--- src/rtl/nes_joypad_pkg.sv ---
// Shared constants and helpers for the NES controller port: button bit
// positions, default disconnect timeout and the opposing-direction mask.
package nes_joypad_pkg;

    localparam int BTN_A      = 0;
    localparam int BTN_B      = 1;
    localparam int BTN_SELECT = 2;
    localparam int BTN_START  = 3;
    localparam int BTN_UP     = 4;
    localparam int BTN_DOWN   = 5;
    localparam int BTN_LEFT   = 6;
    localparam int BTN_RIGHT  = 7;

    // 100 ms at 27 MHz
    localparam int STALE_CYCLES_DEFAULT = 2700000;

    // Drops physically impossible Up+Down / Left+Right pairs, which confuse many games.
    function automatic logic [7:0] mask_opposing(input logic [7:0] state, input logic allow);
        logic [7:0] res;
        res = state;
        if (!allow && state[BTN_UP] && state[BTN_DOWN]) begin
            res[BTN_UP]   = 1'b0;
            res[BTN_DOWN] = 1'b0;
        end else begin
            res = res;
        end
        if (!allow && state[BTN_LEFT] && state[BTN_RIGHT]) begin
            res[BTN_LEFT]  = 1'b0;
            res[BTN_RIGHT] = 1'b0;
        end else begin
            res = res;
        end
        return res;
    endfunction

endpackage

--- src/rtl/nes_joypad_channel.sv ---
// One controller channel: valid edge capture with direction masking, disconnect
// timeout, button snapshot and the 4021-style serial shift register.
module nes_joypad_channel
    import nes_joypad_pkg::*;
#(
    parameter int STALE_CYCLES   = STALE_CYCLES_DEFAULT,
    parameter int ALLOW_OPPOSING = 0
) (
    input  logic       clk_i,
    input  logic       rst_n_i,
    input  logic [7:0] state_i,
    input  logic       valid_i,
    input  logic       reload_i,
    input  logic       shift_i,
    output logic       serial_o,
    output logic       present_o
);

    localparam int                 CNT_W     = $clog2(STALE_CYCLES + 1);
    localparam logic [CNT_W-1:0]   STALE_MAX = CNT_W'(STALE_CYCLES);

    logic             valid_prev_q, valid_prev_d;
    logic [CNT_W-1:0] stale_cnt_q, stale_cnt_d;
    logic [7:0]       snap_q, snap_d;
    logic [7:0]       shift_q, shift_d;
    logic             rise_s;
    logic             stale_s;

    // Next-state logic for edge history, timeout counter, snapshot and shifter.
    always_comb begin
        rise_s       = valid_i & ~valid_prev_q;
        stale_s      = (stale_cnt_q == STALE_MAX);
        valid_prev_d = valid_i;

        if (rise_s) begin
            stale_cnt_d = {CNT_W{1'b0}};
        end else if (stale_s) begin
            stale_cnt_d = stale_cnt_q;
        end else begin
            stale_cnt_d = stale_cnt_q + CNT_W'(1);
        end

        if (rise_s) begin
            snap_d = mask_opposing(state_i, ALLOW_OPPOSING != 0);
        end else if (stale_s) begin
            snap_d = 8'h00;
        end else begin
            snap_d = snap_q;
        end

        // Reload reads the pre-capture snapshot, so a new capture lands one cycle later.
        if (reload_i) begin
            shift_d = snap_q;
        end else if (shift_i) begin
            shift_d = {1'b1, shift_q[7:1]};
        end else begin
            shift_d = shift_q;
        end
    end

    // Channel state registers with synchronous active-low reset.
    always_ff @(posedge clk_i) begin
        if (!rst_n_i) begin
            valid_prev_q <= 1'b0;
            stale_cnt_q  <= {CNT_W{1'b0}};
            snap_q       <= 8'h00;
            shift_q      <= 8'hFF;
        end else begin
            valid_prev_q <= valid_prev_d;
            stale_cnt_q  <= stale_cnt_d;
            snap_q       <= snap_d;
            shift_q      <= shift_d;
        end
    end

    assign serial_o  = shift_q[0];
    assign present_o = ~stale_s;

endmodule

--- src/rtl/nes_joypad_port.sv ---
// CPU-facing $4016/$4017 controller port: strobe latch, per-port shift control
// and the read-data mux with open-bus upper bits.
module nes_joypad_port
    import nes_joypad_pkg::*;
#(
    parameter int STALE_CYCLES   = STALE_CYCLES_DEFAULT,
    parameter int ALLOW_OPPOSING = 0
) (
    input  logic       i_clk,
    input  logic       i_rst,
    input  logic [7:0] i_pad1_state,
    input  logic       i_pad1_valid,
    input  logic [7:0] i_pad2_state,
    input  logic       i_pad2_valid,
    input  logic       i_wr,
    input  logic       i_wr_data,
    input  logic       i_rd,
    input  logic       i_rd_port,
    input  logic [7:0] i_open_bus,
    output logic [7:0] o_rd_data,
    output logic [1:0] o_pad_present
);

    logic strobe_q, strobe_d;
    logic shift1_s, shift2_s;
    logic serial1_s, serial2_s;
    logic rd_bit_s;
    logic open_bus_unused_s;

    // Strobe latch follows CPU writes; reads in the same cycle see the old value.
    always_comb begin
        if (i_wr) begin
            strobe_d = i_wr_data;
        end else begin
            strobe_d = strobe_q;
        end
        shift1_s = i_rd & ~i_rd_port & ~strobe_q;
        shift2_s = i_rd &  i_rd_port & ~strobe_q;
        if (i_rd_port) begin
            rd_bit_s = serial2_s;
        end else begin
            rd_bit_s = serial1_s;
        end
    end

    // Strobe register.
    always_ff @(posedge i_clk) begin
        if (!i_rst) begin
            strobe_q <= 1'b0;
        end else begin
            strobe_q <= strobe_d;
        end
    end

    nes_joypad_channel #(
        .STALE_CYCLES   (STALE_CYCLES),
        .ALLOW_OPPOSING (ALLOW_OPPOSING)
    ) u_pad1 (
        .clk_i     (i_clk),
        .rst_n_i   (i_rst),
        .state_i   (i_pad1_state),
        .valid_i   (i_pad1_valid),
        .reload_i  (strobe_q),
        .shift_i   (shift1_s),
        .serial_o  (serial1_s),
        .present_o (o_pad_present[0])
    );

    nes_joypad_channel #(
        .STALE_CYCLES   (STALE_CYCLES),
        .ALLOW_OPPOSING (ALLOW_OPPOSING)
    ) u_pad2 (
        .clk_i     (i_clk),
        .rst_n_i   (i_rst),
        .state_i   (i_pad2_state),
        .valid_i   (i_pad2_valid),
        .reload_i  (strobe_q),
        .shift_i   (shift2_s),
        .serial_o  (serial2_s),
        .present_o (o_pad_present[1])
    );

    // Low open-bus bits are replaced by zeros and the serial bit.
    assign open_bus_unused_s = ^i_open_bus[4:0];
    assign o_rd_data         = {i_open_bus[7:5], 4'b0000, rd_bit_s};

endmodule
--- config.mk ---
export PLATFORM = sky130hd
export DESIGN_NAME = nes_joypad_port
export DESIGN_NICKNAME = d
export VERILOG_FILES = /design/src/rtl/nes_joypad_pkg.sv /design/src/rtl/nes_joypad_channel.sv /design/src/rtl/nes_joypad_port.sv
export SDC_FILE = /design/constraint.sdc
export NUM_CORES = 1
export LEC_CHECK = 0
export ABC_CLOCK_PERIOD_IN_PS = 2600
export CAP_MARGIN = 20
export CORE_MARGIN = 2
export CORE_UTILIZATION = 25
export DETAILED_ROUTE_END_ITERATION = 12
export SLEW_MARGIN = 25
export SYNTH_ARGS = -nofsm -noshare
export SYNTH_HDL_FRONTEND = slang
export SYNTH_HIERARCHICAL = 1
export SYNTH_SLANG_ARGS = --single-unit
--- constraint.sdc ---
create_clock -name i_clk -period 2.6 [get_ports i_clk]
set_input_delay 0.52 -clock i_clk [delete_from_list [all_inputs] [get_ports i_clk]]
set_output_delay 0.52 -clock i_clk [all_outputs]
set_load 0.01 [all_outputs]
# After elaboration in Yosys (flattened, before gate mapping)
# Index checks and enable logic that the tools add are counted.
word_totals:
  ff_bits: 79
  output_inout_bits: 10
classes:
  n_addsub: 2
  n_eq_ne: 2
  n_mux: 13
  n_bitwise: 13
  n_reduce_logical: 10
op_table:
  columns: ["operator", "n"]
  rows:
  - ["8-bit two-way mux", 8]
  - ["22-bit by 1-bit adder with 22-bit output (second input constant)", 2]
  - ["22-bit equality test (second input constant)", 2]
  - ["2-bit two-way mux", 4]
  - ["2-bit nonzero test", 4]
  - ["1-bit inverter", 7]
  - ["1-bit bitwise AND", 6]
  - ["1-bit logical AND", 4]
  - ["2-bit OR reduction", 2]
  - ["1-bit two-way mux", 1]

# Depth between registers and ports, before layout
logic_depth:
  word_depth: 5
  mapped_depth: 6
  ltp_nobuf: 6

# Modules after synthesis
# The synthesis kept the hierarchy.
by_module_without_submodules:
  columns: ["module", "instances", "cells_each", "area_each_um2"]
  rows:
  - ["nes_joypad_channel", 2, 186, 1767.9]
  - ["nes_joypad_port", 1, 15, 132.6]

# Worst setup path before layout
# Ideal clock, no wire load.
synth_timing:
  path_kind: "reg-to-output"
  from: "register u_pad1.stale_cnt_q[0]"
  to: "output port o_pad_present[0]"
  arrival_ps: 1154
  t_required_ps: 2080
  setup_slack_ps: 926
  path_stages_with_launch: 6
  path_buffers: 0
  path_cell_list: "dfxtp_1 > inv_1 > ha_1 > nor4bb_1 > and4_1 > nand2_1"
synth_between:
  elab_chain_cells: 2
synth_rtl:
  columns: ["item", "line", "text"]
  rows:
  - ["start: declaration", "nes_joypad_channel.sv:23", "logic [CNT_W-1:0] stale_cnt_q, stale_cnt_d;"]
  - ["start signal: assignment", "nes_joypad_channel.sv:65", "stale_cnt_q <= {CNT_W{1'b0}};"]
  - ["start signal: assignment", "nes_joypad_channel.sv:70", "stale_cnt_q <= stale_cnt_d;"]
  - ["22-bit equality test", "nes_joypad_channel.sv:32", "stale_s = (stale_cnt_q == STALE_MAX);"]
  - ["1-bit inverter", "nes_joypad_channel.sv:77", "assign present_o = ~stale_s;"]
  - ["end: declaration", "nes_joypad_port.sv:21", "output logic [1:0] o_pad_present"]
# Every way passes these cells.

# Worst setup path after layout
layout_timing:
  from: "input port i_rd_port"
  to: "output port o_rd_data[0]"
layout_between:
  elab_chain_cells: 1
layout_rtl:
  columns: ["item", "line", "text"]
  rows:
  - ["start: declaration", "nes_joypad_port.sv:18", "input logic i_rd_port,"]
  - ["1-bit two-way mux", "nes_joypad_port.sv:39", "if (i_rd_port) begin"]
  - ["end: declaration", "nes_joypad_port.sv:20", "output logic [7:0] o_rd_data,"]
# Every way passes these cells.

==> results.txt <==
----------------------------------------------------
[Worst setup path]
  Required arrival time at the worst endpoint ... 2.08 ns
  Class of the most critical setup path ... input port to output port
  Endpoint kind of the worst setup timing path ... output port
  CP Data Arrival Time ... 1.82 ns
  Kind of launch point of the worst setup path ... input port
  Crit Path Max Fanout ... 3

[Clocking]
  CTS Root Cell ... clkbuf_16
  Register clock-pin slew on the reported worst setup and hold paths ... about 0.05 ns
  Largest buffer count on any clock path ... 2
  Clock net sink count ... 79
  Worst-Skew Late Latency ... 0.34 ns
  TritonCTS clock tree ... built
  Number of levels in the clock H-tree ... 3
  Hold Buf Count CTS ... 0
  Number of buffers created by CTS ... 9

[Floorplanning]
  Total Die Area ... 15700 µm²
  Die W ... 125 µm
  Core box area ... 14400 µm²
  Height of the die ... 125 µm
  Num ports ... 42
  Placement row count ... 44
  Starting Density ... 0.254

[Drt]
  Iteration-0 DRC Markers ... 162
  WL final ... 7420 µm
  Number of nets with antenna violations after routing ... 0
  Vias per Instance ... 4.80
  Vias after detailed routing ... 2895
  First drt pass iteration count ... 4
  Number of design rule violations left after detail routing ... 0
  DR WL/cell ... 12.3 µm

[Synthesis]
  Top_reg_cell synth ... dfxtp_1
  Mean instance size in the synthesized netlist ... approximately 9.5 µm²
  Post-synthesis share of cell area spent on and, or, nand and nor gates ... 0.246
  Main combinational cell family by area after synthesis ... simple AND/OR/NAND/NOR gates
  Syn Std Cell Area ... 3670 µm²
  Post-synthesis sequential element count ... 79
  Multiplexer area fraction after synthesis ... 0.0989
  Post-synthesis compound-gate area fraction ... 0.111
  YS warnings ... 6
  Xor and xnor fraction of the mapped netlist area ... 0.0430
  Synthesized-area fraction occupied by adder cells ... 0.0136
  Number of enable-type register cells in the synthesized netlist ... 0
  Distinct cell type count after synthesis ... 43
  Fraction of registers with async set or reset after synthesis ... 0
  Cells after Synth ... 387
  Part of the Yosys area used for sequential elements ... 0.431

[Power]
  Standby leakage power ... approximately 1.6 nW
  P_int ... between 2 and 2.5 mW
  Power density over the cells ... 613 nW/µm²
  Seq pwr share ... 0.469
  Clock Power Share ... 0.460
  Part of the power in combinational logic ... 0.071
  Share of total power consumed by net switching ... 0.219
  Peak ir drop on the vdd network ... 301 µV
  Switching component of the power ... around 0.60 mW

[Finish]
  Final #Nets ... 450
  Top library cells by usage in the layout, fill and taps aside ... dfxtp_1 (79), nand2_1 (40), clkdlybuf4s50_1 (24)
  Share of final-layout standard cells stronger than drive strength 1 ... 0.138
  Cell area after layout ... 4420 µm²
  Area growth from synthesis to final layout ... 20.6%
  Most common cell after layout, fill and taps aside ... dfxtp_1
  Final antenna diode count ... 0

[Flow run]
  Max-cap viol count ... 0

[STA]
  Worst slew margin relative to its limit ... 0.667
  RSZ-0062 raised after global routing ... false
  Fin crit period ... 2.34 ns
  Top achievable clock speed ... 428 MHz
  Hold violation count in the final report ... 0
  Final total negative setup slack ... 0 ns
  Count of final setup violators ... 0
  Transition time at the pin with the least slew margin ... 0.499 ns
  Maximum clock skew at final layout ... 0.00774 ns
  Portion of the clock cycle consumed by the worst path in the final layout ... 0.898
  Number of pins exceeding their max-slew limit in the final report ... 0

[Global route]
  Number of antenna violations at the first check in global routing ... 0
  Number of global-route vias before repair ... between 2k and 3k
  Gr ovfl total ... 0
  First-pass GRT wire length ... about 13000 µm
  Global-route total usage across every layer ... 0.0989
  Maximum number of pins on one net before global-route repair ... 19

[Run status]
  Outcome ... completed

[Placement]
  Post-Place Cell Area ... 4100 µm²
  Half-perimeter wire length after placement ... 5330 µm
  Final Wtd Congestion ... roughly 0.76
  Port Buffer Count ... 26

[Min path]
  Class of the most critical hold timing path ... flip-flop to flip-flop

----------------------------------------------------
[worst max-delay path, stage by stage]
cell and delay [ns]:
clkdlybuf4s50_1 0.51, mux2_4 0.31, clkdlybuf4s50_1 0.48
[state kept, by name, summed over array words and instances, names as in the netlist]
| register | cells |
|---|---|
| u_pad2/valid_prev_q | 1 |
| u_pad1/snap_q | 8 |
| u_pad2/stale_cnt_q | 22 |
| u_pad2/snap_q | 8 |
| u_pad2/shift_q | 8 |
| strobe_q | 1 |
| u_pad1/valid_prev_q | 1 |
| u_pad1/stale_cnt_q | 22 |
| u_pad1/shift_q | 8 |
[cell usage after synthesis (3+ instances only)]
master    count  area [µm²]
dfxtp_1      79        1580
nand2_1      40         150
mux2i_1      19         190
nor2_1       18        67.6
inv_1        16        60.1
or4_1        16         120
xor2_1       16         140
a21oi_1      14        70.1
mux2_2       14         158
nand3_1      14        70.1
nand4_1      14        87.6
buf_4        10        75.1
clkbuf_1     10        37.5
a22o_1        8        70.1
a32o_1        8        80.1
and2_1        8        50.1
o211ai_1      8        60.1
o31ai_1       8        60.1
nor2b_1       7        43.8
and4_1        6        52.6
and3_1        4        25.0
ha_1          4        50.1
nor3_1        4        20.0
nor4bb_1      4        40.0
o21ai_0       4        20.0
nor3b_1       3        22.5
[metal layers]
metal	GRT usage	vias to the layer above	routed length, µm
li1	-	1449	-
met1	0.120	1395	3540
met2	0.164	43	3560
met3	0.0377	8	236
met4	0.0281	0	83
met5	0	-	0
[cell type report]
class / count / area, µm²
clock buffer: 10 / 239
clock inverter: 6 / 60.1
timing repair buffer: 37 / 348
sequential: 79 / 1580
fill: 1502 / 10000
tap: 184 / 230
inverter: 16 / 60.1
multi-input combinational: 271 / 1900
[through the flow]
stage	util	setup slack [ns]	hold slack [ns]	std cells	power [mW]
2_1_floorplan	-	0.926	0.442	390	1.43
3_3_place_gp	0.284	0.262	0.458	585	1.48
3_5_place_dp	0.284	0.258	0.468	585	1.49
4_1_cts	0.306	0.0402	0.481	603	2.75
5_1_grt	0.307	0.218	0.496	603	2.82
6_report	0.307	0.264	0.475	603	2.71
[power groups by stage]
| stage | Combinational (mW) | Clock [mW] | Sequential (mW) |
|---|---|---|---|
| 2_1_floorplan | 0.136 | 0 | 1.29 |
| 3_3_place_gp | 0.187 | 0 | 1.30 |
| 3_5_place_dp | 0.193 | 0 | 1.30 |
| 4_1_cts | 0.195 | 1.29 | 1.27 |
| 5_1_grt | 0.215 | 1.33 | 1.28 |
| 6_report | 0.193 | 1.25 | 1.27 |
[kinds of logic (layout without fill, tap and decap cells)]
family,after synthesis,after routing
buffers and inverters,40,69
adder cells (fa/ha/maj),4,4
flip-flops,79,79
multiplexers,34,34
AND/OR/NAND/NOR,155,155
other,1,4
XOR/XNOR,18,18
AO/OA/AOI/OAI,56,56
[final timing paths]
check / start / endpoint / slack, ns / cells past startpoint
setup / recovery: i_rd_port / o_rd_data[0] / 0.26 / 3
hold reg to reg: u_pad1/snap_q[5] / u_pad1/snap_q[5] / 0.47 / 1
setup reg to reg: u_pad2/stale_cnt_q[0] / u_pad2/snap_q[3] / 0.77 / 7
hold / removal: u_pad1/snap_q[5] / u_pad1/snap_q[5] / 0.47 / 1
[timing repair]
item,CTS,global route
setup endpoints to repair,2,2
pin swaps,1,1
setup buffers,2,0
resized for setup,2,3
Note: power is estimated with default switching activity, not from simulation.
